`src/rtl/write_back_stage.sv`:
```
// ---------------------------------------------------------------------------
// write_back_stage
//
// Final (WB) stage of the 5-stage MIPS pipeline. It takes retiring MEM-stage
// results, picks either the ALU result or the (extracted and extended) load
// data, and drives a registered write port into the register file. Pair
// results (HI/LO style) are written over two consecutive cycles: LO to
// dest_addr, then HI to dest_addr+1. The stage also counts accepted
// instructions.
//
// Ports:
//   clk            pipeline clock, all state changes on the rising edge
//   reset          synchronous, active-high reset
//   valid_in       MEM stage presents a retiring instruction
//   ready_out      stage can accept (IDLE and not in reset)
//   reg_write_in   instruction writes a register
//   mem_to_reg     1 = load data, 0 = alu_result
//   alu_result     ALU result (LO word for pair writes)
//   hi_result      HI word for pair writes
//   mem_data       raw word read from data memory
//   load_size      00 word, 01 half, 10 byte, 11 word
//   load_unsigned  1 = zero-extend, 0 = sign-extend
//   byte_offset    address[1:0] of the load
//   pair_in        two-register write (LO then HI)
//   dest_addr      destination register
//   result_write   data to register file
//   write_addr     register file write address
//   register_write register file write enable
//   retired_count  accepted-instruction count (saturating)
// ---------------------------------------------------------------------------
module write_back_stage #(
    parameter int DATA_W = 32,
    parameter int ADDR_W = 5,
    parameter int CNT_W  = 32
) (
    input  logic              clk,
    input  logic              reset,
    input  logic              valid_in,
    output logic              ready_out,
    input  logic              reg_write_in,
    input  logic              mem_to_reg,
    input  logic [DATA_W-1:0] alu_result,
    input  logic [DATA_W-1:0] hi_result,
    input  logic [DATA_W-1:0] mem_data,
    input  logic [1:0]        load_size,
    input  logic              load_unsigned,
    input  logic [1:0]        byte_offset,
    input  logic              pair_in,
    input  logic [ADDR_W-1:0] dest_addr,
    output logic [DATA_W-1:0] result_write,
    output logic [ADDR_W-1:0] write_addr,
    output logic              register_write,
    output logic [CNT_W-1:0]  retired_count
);

    typedef enum logic {
        IDLE,
        PAIR_HI
    } state_t;

    state_t            state;
    state_t            state_next;

    logic [DATA_W-1:0] hi_data;
    logic [ADDR_W-1:0] hi_addr;
    logic [DATA_W-1:0] hi_data_next;
    logic [ADDR_W-1:0] hi_addr_next;

    logic [DATA_W-1:0] result_next;
    logic [ADDR_W-1:0] addr_next;
    logic              write_next;
    logic [CNT_W-1:0]  count_next;

    logic              accept;
    logic              start_pair;
    logic [15:0]       half_lane;
    logic [7:0]        byte_lane;
    logic [DATA_W-1:0] load_value;
    logic [DATA_W-1:0] select_value;
    logic [ADDR_W-1:0] pair_hi_addr;

    assign ready_out  = (state == IDLE) && !reset;
    assign accept     = valid_in && ready_out;

    // Only ALU-produced pair results get the two-cycle treatment; a pair flag
    // on a load or on a non-writing instruction is a plain single instruction.
    assign start_pair = pair_in && reg_write_in && !mem_to_reg;

    // Natural ADDR_W-bit wrap: a pair at the top register sends HI to $0,
    // where the write enable rule then suppresses it.
    assign pair_hi_addr = dest_addr + {{(ADDR_W-1){1'b0}}, 1'b1};

    // Load lane extraction: halves ignore byte_offset[0]; bytes use
    // little-endian lane numbering.
    always_comb begin
        half_lane  = byte_offset[1] ? mem_data[31:16] : mem_data[15:0];
        byte_lane  = mem_data[7:0];
        case (byte_offset)
            2'd0:    byte_lane = mem_data[7:0];
            2'd1:    byte_lane = mem_data[15:8];
            2'd2:    byte_lane = mem_data[23:16];
            default: byte_lane = mem_data[31:24];
        endcase

        load_value = mem_data;
        case (load_size)
            2'b01:   load_value = {{(DATA_W-16){half_lane[15] & !load_unsigned}}, half_lane};
            2'b10:   load_value = {{(DATA_W-8){byte_lane[7] & !load_unsigned}}, byte_lane};
            default: load_value = mem_data;
        endcase

        select_value = mem_to_reg ? load_value : alu_result;
    end

    // Next-state and next-output logic. Outside of an accept or the HI cycle
    // the data/address simply hold and the write enable drops.
    always_comb begin
        state_next   = state;
        hi_data_next = hi_data;
        hi_addr_next = hi_addr;
        result_next  = result_write;
        addr_next    = write_addr;
        write_next   = 1'b0;
        count_next   = retired_count;

        if (accept && (retired_count != {CNT_W{1'b1}})) begin
            count_next = retired_count + {{(CNT_W-1){1'b0}}, 1'b1};
        end

        case (state)
            IDLE: begin
                if (accept) begin
                    result_next = select_value;
                    addr_next   = dest_addr;
                    write_next  = reg_write_in && (dest_addr != '0);
                    if (start_pair) begin
                        hi_data_next = hi_result;
                        hi_addr_next = pair_hi_addr;
                        state_next   = PAIR_HI;
                    end
                end
            end
            PAIR_HI: begin
                result_next = hi_data;
                addr_next   = hi_addr;
                write_next  = (hi_addr != '0);
                state_next  = IDLE;
            end
            default: state_next = IDLE;
        endcase
    end

    // State and output registers. Reset in the HI cycle drops the pending HI
    // write because the outputs are cleared at that same edge.
    always_ff @(posedge clk) begin
        if (reset) begin
            state          <= IDLE;
            hi_data        <= '0;
            hi_addr        <= '0;
            result_write   <= '0;
            write_addr     <= '0;
            register_write <= 1'b0;
            retired_count  <= '0;
        end else begin
            state          <= state_next;
            hi_data        <= hi_data_next;
            hi_addr        <= hi_addr_next;
            result_write   <= result_next;
            write_addr     <= addr_next;
            register_write <= write_next;
            retired_count  <= count_next;
        end
    end

endmodule

```
`config.mk`:
```
export PLATFORM = sky130hd
export DESIGN_NAME = write_back_stage
export DESIGN_NICKNAME = d
export VERILOG_FILES = /design/src/rtl/write_back_stage.sv
export SDC_FILE = /design/constraint.sdc
export NUM_CORES = 1
export LEC_CHECK = 0
export CAP_MARGIN = 20
export CORE_MARGIN = 3
export CORE_UTILIZATION = 31
export DETAILED_ROUTE_END_ITERATION = 8
export GPL_ROUTABILITY_DRIVEN = 0
export RECOVER_POWER = 25
export SLEW_MARGIN = 20
export SYNTH_ARGS = -nofsm -noshare
export SYNTH_HDL_FRONTEND = slang
export SYNTH_SLANG_ARGS = --single-unit
```
`constraint.sdc`:
```
create_clock -name clk -period 2.56 [get_ports clk]
set_input_delay 0.384 -clock clk [delete_from_list [all_inputs] [get_ports clk]]
set_output_delay 0.384 -clock clk [all_outputs]
set_load 0.02 [all_outputs]
```
==> summary.md <==
| Metric | Value |
|---|---|
| Status | completed |
| CTS Buffer Depth | 2 |
| Fill count | 1,761 |
| Number of synthesized flops with an enable pin | 0 |
| Share of layout cells above drive strength 1 | 7.480% |
| Vias | 5,823 |
| Synthesized instance count | 701 |
| Crit path time final | 2.281 ns |
| Die W | 139.9 µm |
| CP required | 2.18 ns |
| Diodes inserted | 0 |
| Crit-path max FO | 36 |
| Final Util | 45.45% |
| Area contributors post-synth | dfxtp_1, a21oi_1, nand2_1 |
| WL/cell | 17.87 µm |
| Max-cap violations | 0 |
| Syn. warnings | 0 |
| DRT iter0 DRCs | 433 |
| CTS HTree Levels | 3 |
| GRT overflow | 0 |
| Yosys reg bits | 108 |
| Cell taking the most area after synthesis | dfxtp_1 |
| Drt first pass iters | 5 |
| Port bufs | 182 |
| Crit Path Class | reg2out |
| Initial Util | 31.92% |
| Total CTS buffers | 9 |
| Die Ht | 139.9 µm |
| Syn Nets | 818 |
| Largest net degree at the start of global routing | 60 |
| Initial antenna violation count | 1 |
| Fin. Hold Viols | 0 |
| CTS tree | built |
| Via-per-instance ratio | 5.323 |
| CP Capture Type | output pin |
| Mean Syn Cell Area | 7.930 µm² |
| Endpoints failing setup | 0 |
| FMAX | 438.4 MHz |
| Clk Latency, worst-skew pair | 0.35 ns |
| Period utilization | 89.10% |
| Leak | 2.797 nW |
| Top FF cell, synth | dfxtp_1 |
| DRT Wirelength | 19,550 µm |
| Worst path arrival time | 1.90 ns |
| I/O pins | 183 |
| First-pass GRT wire length | 30,630 µm |
| Pins Over Slew Limit | 0 |
| Clk_skew | 0.006784 ns |
| Hold crit path type | reg2reg |
| PwrDens | 493.3 mW/mm² |
| Startpoint Class | flop |
| Worst-path clk slew | 0.08 ns |
| Post-synthesis sequential area ratio | 38.89% |
| Yosys top cell area share | 38.89% |
| Full die area | 0.01957 mm² |
| Root Buffer | clkbuf_16 |
| Peak supply drop | 372.6 µV |
| RSZ-0062 raised after global routing | false |
| Detailed placement HPWL | 14,580 µm |
| Hold_buf cts | 0 |
| Final ANT Viol Nets | 0 |
| Remaining DRCs | 0 |
| Post-Layout Inst Area | 0.007916 mm² |
| # nets final | 981 |
| Standard-cell rows | 48 |
| Post-synth ARST share | 0% |
| Relative slew slack | 30.97% |
| Setup TNS | 0 ns |
| Synthesized cell area | 0.005559 mm² |
| DP Area | 0.007610 mm² |
| Worst slew pin tran | 1.035 ns |
| Post-CTS Setup Bufs | 0 |
| Resized cells post-CTS | 0 |
| Vias in the first global route | 5,505 |
| Core ar. | 0.01742 mm² |
| Clk sinks | 108 |
| Cell variety after synth | 53 |
| GRT Overall Usage | 19.37% |
| Layout area overhead | 42.40% |
==> stage by stage <==
step	worst slack, ns	power, W	std cells	hold slack, ns
after floorplan	0.5706	0.002115	701	0.4249
after global placement	0.004339	0.002490	1078	0.4376
after detailed placement	-0.01554	0.002493	1078	0.4476
after CTS	0.2499	0.003979	1094	0.4635
after global routing	0.1717	0.004071	1094	0.4749
final	0.2792	0.003905	1094	0.4582
==> placed cells by master (no fill, tap or decap), types with 11 or more instances in the layout <==
master / Yosys / routed
nor3_1: 13 / 13
nor2b_1: 12 / 12
nand4_1: 12 / 12
a21oi_1: 95 / 95
clkdlybuf4s50_1: 0 / 141
nand2_1: 105 / 105
a221oi_1: 15 / 15
inv_1: 11 / 11
dfxtp_1: 108 / 107
o211ai_1: 12 / 12
buf_4: 4 / 24
nor2_1: 42 / 42
nor3b_1: 16 / 15
nand3_1: 16 / 16
o21ai_0: 41 / 41
or3_1: 21 / 21
dlygate4sd3_1: 0 / 39
==> layout make-up <==
class,instances,area (µm²),share of cell area (%)
clock buffers,9,225.2,2.845
well taps,225,281.5,3.556
inverters,12,50.05,0.6322
multi-input cells,526,3100,39.17
clock inverters,7,83.83,1.059
repair buffers,207,2012,25.41
flip-flops and latches,108,2163,27.33
==> kinds of logic (layout without fill, tap and decap cells) <==
family          count (synthesis)  count (layout)  synth area share (%)
mux                            14              14                 2.994
buf+inv                        67             235                 5.424
compound gates                216             216                 24.17
xor+xnor                        8               8                 1.260
flops                         108             108                 38.89
fa+ha+maj                       5               5                 1.125
simple gates                  283             283                 26.13
==> critical path, stage by stage, from the launching register on <==
cell and delay (ns):
dfxtp_2 0.34, buf_4 0.24, nor2_1 0.29, clkdlybuf4s50_1 0.67
==> power breakdown <==
group / total, W / leakage, nW / internal, W / switching [W]
combinational: 0.000679 / 1.77 / 0.000343 / 0.000336
sequential: 0.00176 / 0.877 / 0.00173 / 0.0000350
clock: 0.00146 / 0.154 / 0.000779 / 0.000683
total: 0.00391 / 2.80 / 0.00285 / 0.00105
==> flip-flops by register name, summed over array words and instances (netlist names) <==
name            cells
hi_addr             5
hi_data            32
register_write      1
result_write       32
retired_count      32
state               1
write_addr          5
==> final timing paths <==
kind | from | endpoint | slack, ns | cells past startpoint
hold / removal | hi_data[26] | hi_data[26] | 0.46 | 2
setup / recovery | state | ready_out | 0.28 | 3
setup reg to reg | state | retired_count[27] | 0.46 | 5
hold reg to reg | hi_data[26] | hi_data[26] | 0.46 | 2
==> layer usage <==
layer	vias up	global-route usage, %	part of all wire, %
li1	2895	-	-
met1	2718	27.64	47
met2	173	29.88	45
met3	35	3.312	4.7
met4	2	6.170	2.5
met5	-	0	0.077
==> cells in the mapped netlist (2+ instances only) <==
library cell and count:
nand3b_1 2, xnor2_1 5, o211ai_1 12, a31oi_1 5, or3_1 21, nand2_1 105
or4_1 7, nor4_4 2, o31ai_1 4, o221ai_1 8, xor2_1 3, and4_1 4
o21ai_0 41, clkbuf_1 41, ha_1 5, buf_4 4, nand4_1 12, a211oi_2 2
nand3_1 16, and3_1 6, dfxtp_1 108, and2_1 8, a211oi_1 2, mux2_2 8
o41ai_1 6, nor3_1 13, a21oi_1 95, or2_2 4, a221oi_1 15, a2111oi_0 9
nor4_1 2, inv_1 11, nor3b_1 16, nand2b_1 6, nor2_1 42, o311ai_0 7
mux2i_1 5, nor2b_1 12, buf_2 6, o22ai_1 6, buf_6 3
Note: power is estimated with default switching activity, not from simulation.
